<file path="config.mk">
export PLATFORM = sky130hd
export DESIGN_NAME = shift_ctrl
export DESIGN_NICKNAME = d
export VERILOG_FILES = /design/src/rtl/shift_ctrl_pkg.sv /design/src/rtl/shift_ctrl_counter.sv /design/src/rtl/shift_ctrl.sv
export SDC_FILE = /design/constraint.sdc
export NUM_CORES = 1
export LEC_CHECK = 0
export BUFFER_PORTS_ARGS = -buffer_cell sky130_fd_sc_hd__buf_2
export CAP_MARGIN = 20
export CORE_AREA = 4 4 55 57
export DETAILED_ROUTE_END_ITERATION = 10
export DIE_AREA = 0 0 59 61
export GPL_TIMING_DRIVEN = 0
export PLACE_DENSITY = 0.69
export SYNTH_ARGS = -nofsm -noshare
export SYNTH_HDL_FRONTEND = slang
export SYNTH_SLANG_ARGS = --single-unit
</file>
<file path="constraint.sdc">
create_clock -name clk -period 2.01 [get_ports clk]
set_input_delay 0.201 -clock clk [delete_from_list [all_inputs] [get_ports clk]]
set_output_delay 0.201 -clock clk [all_outputs]
set_load 0.02 [all_outputs]
</file>
<file path="src/rtl/shift_ctrl_pkg.sv">
// Shared definitions for the shift-register sequencer: FSM states and the
// select encoding understood by the downstream 8-bit shift register.
package shift_ctrl_pkg;

    typedef enum logic [1:0] {
        ST_IDLE  = 2'd0,
        ST_LOAD  = 2'd1,
        ST_SHIFT = 2'd2,
        ST_DONE  = 2'd3
    } state_t;

    localparam logic [1:0] SEL_HOLD = 2'b00;
    localparam logic [1:0] SEL_SHR  = 2'b01;
    localparam logic [1:0] SEL_SHL  = 2'b10;
    localparam logic [1:0] SEL_LOAD = 2'b11;

    // Select value driven while the FSM sits in state st (dir: 1 = left).
    function automatic logic [1:0] sel_for(input state_t st, input logic dir);
        case (st)
            ST_LOAD:  return SEL_LOAD;
            ST_SHIFT: return dir ? SEL_SHL : SEL_SHR;
            default:  return SEL_HOLD;
        endcase
    endfunction

endpackage

</file>
<file path="src/rtl/shift_ctrl_counter.sv">
// Loadable down-counter holding the remaining shift cycles; last flags value==1.
module shift_ctrl_counter #(
    parameter int CNT_W = 4
) (
    input  logic             clk,
    input  logic             rst,
    input  logic             load,
    input  logic             dec,
    input  logic [CNT_W-1:0] load_value,
    output logic             last
);

    logic [CNT_W-1:0] value;

    always_ff @(posedge clk or negedge rst) begin
        if (!rst) begin
            value <= '0;
        end else if (load) begin
            value <= load_value;
        end else if (dec && (value != '0)) begin
            value <= value - 1'b1;
        end
    end

    assign last = (value == CNT_W'(1));

endmodule

</file>
<file path="src/rtl/shift_ctrl.sv">
// Command sequencer for the 8-bit shift register: one load cycle, then N shifts,
// then a one-cycle done pulse. Optional abort input under SHIFT_CTRL_ABORT_EN.
module shift_ctrl
    import shift_ctrl_pkg::*;
#(
    parameter int WIDTH = 8,
    parameter int CNT_W = 4
) (
    input  logic             clk,
    input  logic             rst,
    input  logic             in_valid,
    output logic             in_ready,
    input  logic [WIDTH-1:0] in_data,
    input  logic             in_dir,
    input  logic [CNT_W-1:0] in_count,
`ifdef SHIFT_CTRL_ABORT_EN
    input  logic             abort,
`endif
    output logic [WIDTH-1:0] sr_data,
    output logic [1:0]       sr_select,
    output logic             sr_e,
    output logic             busy,
    output logic             done,
    output logic [1:0]       dbg_state
);

    // Handshake: a command transfers on a rising edge where in_valid && in_ready;
    // in_ready is high only in IDLE, and in_valid at any other time is ignored.
    state_t           state;
    state_t           state_nx;
    logic             cap_dir;
    logic [CNT_W-1:0] cap_count;
    logic             cnt_last;
    logic             accept;
    logic             abort_hit;

`ifdef SHIFT_CTRL_ABORT_EN
    assign abort_hit = abort;
`else
    assign abort_hit = 1'b0;
`endif

    assign accept    = in_valid && in_ready;
    assign dbg_state = state;

    shift_ctrl_counter #(.CNT_W(CNT_W)) u_counter (
        .clk        (clk),
        .rst        (rst),
        .load       (state == ST_LOAD),
        .dec        (state == ST_SHIFT),
        .load_value (cap_count),
        .last       (cnt_last)
    );

    always_comb begin
        state_nx = state;
        case (state)
            ST_IDLE:  if (accept) state_nx = ST_LOAD;
            ST_LOAD:  state_nx = (abort_hit || cap_count == '0) ? ST_DONE : ST_SHIFT;
            ST_SHIFT: if (abort_hit || cnt_last) state_nx = ST_DONE;
            ST_DONE:  state_nx = ST_IDLE;
            default:  state_nx = ST_IDLE;
        endcase
    end

    // Outputs are registered from the next state so they line up with state.
    always_ff @(posedge clk or negedge rst) begin
        if (!rst) begin
            state     <= ST_IDLE;
            sr_data   <= '0;
            cap_dir   <= 1'b0;
            cap_count <= '0;
            sr_select <= SEL_HOLD;
            sr_e      <= 1'b0;
            busy      <= 1'b0;
            done      <= 1'b0;
            in_ready  <= 1'b1;
        end else begin
            state <= state_nx;
            if (accept) begin
                sr_data   <= in_data;
                cap_dir   <= in_dir;
                cap_count <= in_count;
            end
            sr_select <= sel_for(state_nx, cap_dir);
            sr_e      <= (state_nx == ST_LOAD) || (state_nx == ST_SHIFT);
            busy      <= (state_nx != ST_IDLE);
            done      <= (state_nx == ST_DONE);
            in_ready  <= (state_nx == ST_IDLE);
        end
    end

endmodule
</file>
Word level (Yosys, flattened, before mapping)
Index checks and enable logic that the tools add are counted.

Register bits: 25. Input bits: 16. Output and inout port bits: 16. Logic and storage cells: 35.

Add/sub/neg operators: 1. Equal/unequal tests: 7. Multiplexer cells: 8. Reduce and logical (&&, ||, !) cells: 9.

Operator list (count): equality test 2 bit, second input constant (4); two-way mux 4 bit (2); one-hot mux 2 bit (4 select lines) (1); two-way mux 2 bit (3); equality test 2 x 1 -> 1 bit, second input constant (2); equality test 4 x 1 -> 1 bit, second input constant (1); zero test 2 bit (2); zero test 4 bit (1); one-hot mux 2 bit (2 select lines) (1); nonzero test 2 bit (2); nonzero test 4 bit (1); subtractor 4 x 1 -> 4 bit, second input constant (1); logical AND 1 bit (2); logical OR 1 bit (1); two-way mux 1 bit (1).

Depth between registers and ports, before layout
Depth in word-level cells: 5. Depth in mapped cells: 8. Depth with buffers taken out: 8.

Cells and area by module
From an unflattened synthesis, not the netlist that was laid out.

Cell total of the unflattened synthesis: 83. Area, all modules: 1143.6 µm².

Modules (own cells, without submodules): shift_ctrl (times used 1, cells each 54, area each 860.8 µm², seq. area each 526.8 µm²); shift_ctrl_counter (times used 1, cells each 29, area each 282.8 µm², seq. area each 100.1 µm²).

Worst setup path before layout
No wires, ideal clock.

Path type: flip-flop to flip-flop. From: reg state[1], in the netlist dbg_state[1]. To: reg sr_select[0]. Setup time: 119 ps. Data arrival time: 1753 ps. Required time: 1891 ps. Path slack: 138 ps. Cell stages (with the launch flop): 9. Buffers on the path: 1. Period minus slack after synthesis: 1872 ps. Path through: dfrtp_1 > inv_1 > ha_1 > clkbuf_1 > nand3_1 > a31o_1 > ha_1 > nor2b_1 > o21a_1.

Word-level cells in the longest chain between the ends: 4. Elaborated cells between the ends (all ways): 10. Those cells by class: eq/ne: 5; mux: 4; reduce/logical: 1.

Ends and longest elaborated chain: from (decl) (line shift_ctrl.sv:29) `state_t state;`; from (signal assigned) (line shift_ctrl.sv:79) `state <= state_nx;`; equality test 2 bit, or another cell as far along (line shift_ctrl.sv:57) `case (state)`; one-hot mux 2 bit (4 select lines) * (line shift_ctrl.sv:57); equality test 2 bit / equality test 2 x 1 -> 1 bit (equally long branches) (line shift_ctrl_pkg.sv:19) `case (st)`; one-hot mux 2 bit (2 select lines) * (line shift_ctrl_pkg.sv:19); to (signal assigned) (line shift_ctrl.sv:85) `sr_select <= sel_for(state_nx, cap_dir);`; to (decl) (line shift_ctrl.sv:20) `output logic [1:0] sr_select,`.

Mark *: on every way between the ends. The rest lies on a longest branch, timed or not. A chain may end at the register's enable or synchronous reset.

Worst setup path after layout
Same ends and word-level chain as after synthesis.

==> results by group <==
Outcome
  • Status: finished clean

Final layout
  • Synth-to-layout area growth: 20.0%
  • Register Area: 627 sq um
  • Fraction of layout cells with a size suffix above 1: 34.4%
  • ANT cells: 0
  • Fill cells: 221
  • Nets: 148
  • Multi-input gate area: 459 sq um

CTS
  • Num CTS Buffers: 3
  • H-tree Lvls: 1
  • CTS root buf: clkbuf_4
  • Longest Clk Path Bufs: 2
  • Sink Count: 25
  • Clk_lat worst skew: 0.31 ns
  • Worst-path clk slew: 0.13 ns
  • CTS tree: built
  • Post-CTS resize count: 0

Detailed routing
  • Drt pass-1 iters: 4
  • Remaining antenna violation count: 0
  • DRT iter0 DRCs: 15
  • Routed WL: 1920 microns
  • Vias: 730
  • Post-DR vias/cell: 4.80
  • DR DRC count: 0
  • DR WL/cell: 12.6 microns

Critical path
  • Slowest-stage cell, CP: dfrtp_1
  • Setup crit end: sr_select[0]
  • Worst setup EP type: register
  • Crit path launch: dbg_state[1]
  • Crit path depth: 7
  • Crit path max fanout: 9
  • FF-to-FF Start: dbg_state[1]
  • WP buf/inv: 1
  • Cell mode on critical path: ha_1
  • CP required: 2.22 ns
  • Delay-heaviest family, CP: adder cells
  • R2R Path End: sr_select[0]
  • R2r worst-path depth: 7
  • Worst R2R Setup Slack: 0.16 ns
  • Crit path cell chain: inv_1, ha_1, nand3_1, a31o_1, ha_1, nor2b_1, o21a_1
  • Critical path type: register to register
  • Worst path max stage delay: 0.42 ns
  • Critical path launch point type: register
  • CP arrival: 2.06 ns

Timing
  • Max Clock Skew: 0.00571 ns
  • Hold Violations, Final: 0
  • Final Max Tran Viols: 0
  • Slew HR: 63.9%
  • Min Hold Slack: 0.0899 ns
  • RSZ-0062 raised after global routing: no
  • Final worst path period need: 1.85 ns
  • Final period util: 91.8%
  • Worst Max-Slew Pin Slew: 0.541 ns
  • Highest attainable clock frequency: 0.542 GHz
  • # setup viols final: 0
  • Fin Setup TNS: 0 ns

Pwr
  • Cell area power density: 1680 nW/um^2
  • Static leakage: 0.673 nW
  • VDD IR max: 1260 uV

Floorplanning
  • Initial Util: 45.4%
  • Top Ports: 32
  • Die area: 3600 sq um
  • Core area: 2480 sq um
  • Die W: 59 microns
  • Row Count: 18
  • Chip Height: 61 microns

Global routing
  • Initial antenna violation count: 0
  • First-pass GRT wire length: 3420 microns
  • Grt total ovfl: 0
  • Largest net degree at the start of global routing: 26
  • Vias in the first global route: 783
  • Total GRT Usage: 12.6%

Placement
  • Final HPWL DP: 1470 microns
  • Gpl congestion: 0.764
  • PortBufs: 31

Yosys
  • Synth top area share: 53.4%
  • Post-Synthesis Cells: 87
  • Mapped cell area: 1120 sq um
  • Largest cells by area after synthesis: dfrtp_1, mux2_1, ha_1
  • Synth Warn #: 0
  • Post-synthesis area per instance: 12.9 sq um
  • Post-synth top area cell: dfrtp_1
  • Number of flops mapped to enable cells by yosys: 0
  • Synthesized flop and latch total: 25
  • Post-synth cell types: 25
  • Asr flop ratio synth: 100%
  • Post-synthesis sequential area ratio: 55.7%
  • Syn_nets: 112
  • Most instantiated library cell after synthesis: dfrtp_1
  • Top post-synthesis cells by count: dfrtp_1, mux2_1, ha_1, inv_1
  • Synth Flop Type: dfrtp_1

Worst hold path
  • Hold Path Cell Cnt: 2
  • Min-Delay Path Class: input pin to register

Job
  • Max_cap viols: 0
flip-flops by register name, indices dropped and copies added, names as in the netlist:
signal           count
busy                 1
cap_count            4
cap_dir              1
dbg_state            2
done                 1
in_ready             1
sr_data              8
sr_e                 1
sr_select            2
u_counter.value      4
logic make-up after synthesis:
group	Yosys count	share of synthesized area, %
AO/OA/AOI/OAI	11	6.45
adder cells (fa/ha/maj)	9	10.0
buffers and inverters	10	3.45
flip-flops	25	55.7
multiplexers	15	15.0
AND/OR/NAND/NOR	17	9.34
repair_timing:
item	4_1_cts	5_1_grt
endpoints found under the hold margin	24	0
setup endpoints to repair	0	2
buffers inserted	0	0
hold buffers	1	0
metal layers:
metal  share of wire (%)  global-route usage [%]  vias up
met4                0.68                    5.83        0
li1                    -                       -      368
met2                  49                    20.5       15
met3                 4.8                    3.40        2
met5                   0                       0        -
met1                  45                    15.7      345
worst reg2reg max path: cells and delay by family, from the launching register on:
family / cells / cell delay (ns)
buf+inv: 1 / 0.09
simple gates: 2 / 0.28
compound gates: 2 / 0.41
flops: 1 / 0.42
fa+ha+maj: 2 / 0.55
per-stage QoR:
stage | area (sq um) | power (mW) | instances | util (%) | setup slack [ns]
final | 1350 | 2.26 | 152 | 54.5 | 0.164
after global routing | 1350 | 2.49 | 152 | 54.5 | 0.0195
after CTS | 1350 | 2.30 | 153 | 54.6 | 0.0319
after detailed placement | 1320 | 2.08 | 148 | 53.2 | 0.0614
after global placement | 1320 | 2.03 | 148 | 53.2 | 0.0907
after floorplan | 1120 | 1.74 | 87 | - | 0.138
layout by cell type, fill, tap and decap left out, drive strengths merged, types with 2 or more instances in the layout:
cell type	count
nor2b	2
ha	9
nor2	2
buf	32
dfrtp	24
a31o	2
o21ai	2
mux2	15
inv	8
a21oi	3
nand3	3
clkbuf	4
nand2	4
area by class of cell:
class / instances / share of cell area, %
Buffer: 1 / 0.371
Clock buffer: 4 / 1.95
Inverter: 8 / 2.22
Multi-Input combinational cell: 52 / 34.0
Sequential cell: 25 / 46.4
Tap cell: 30 / 2.78
Timing Repair Buffer: 32 / 12.2
where the power goes:
group,internal [mW],switching [mW]
sequential,0.764,0.147
combinational,0.500,0.636
clock,0.0774,0.139
worst min-delay path by stage:
| stage | from | to | slack [ns] |
|---|---|---|---|
| 2_1_floorplan | rst | busy | -0.09 |
| 3_3_place_gp | rst | sr_select[1] | 0.21 |
| 3_5_place_dp | rst | sr_select[1] | 0.22 |
| 4_1_cts | in_data[0] | sr_data[0] | 0.08 |
| 5_1_grt | in_dir | cap_dir | 0.07 |
| 6_report | in_data[0] | sr_data[0] | 0.09 |
(Power assumes the default switching activity.)
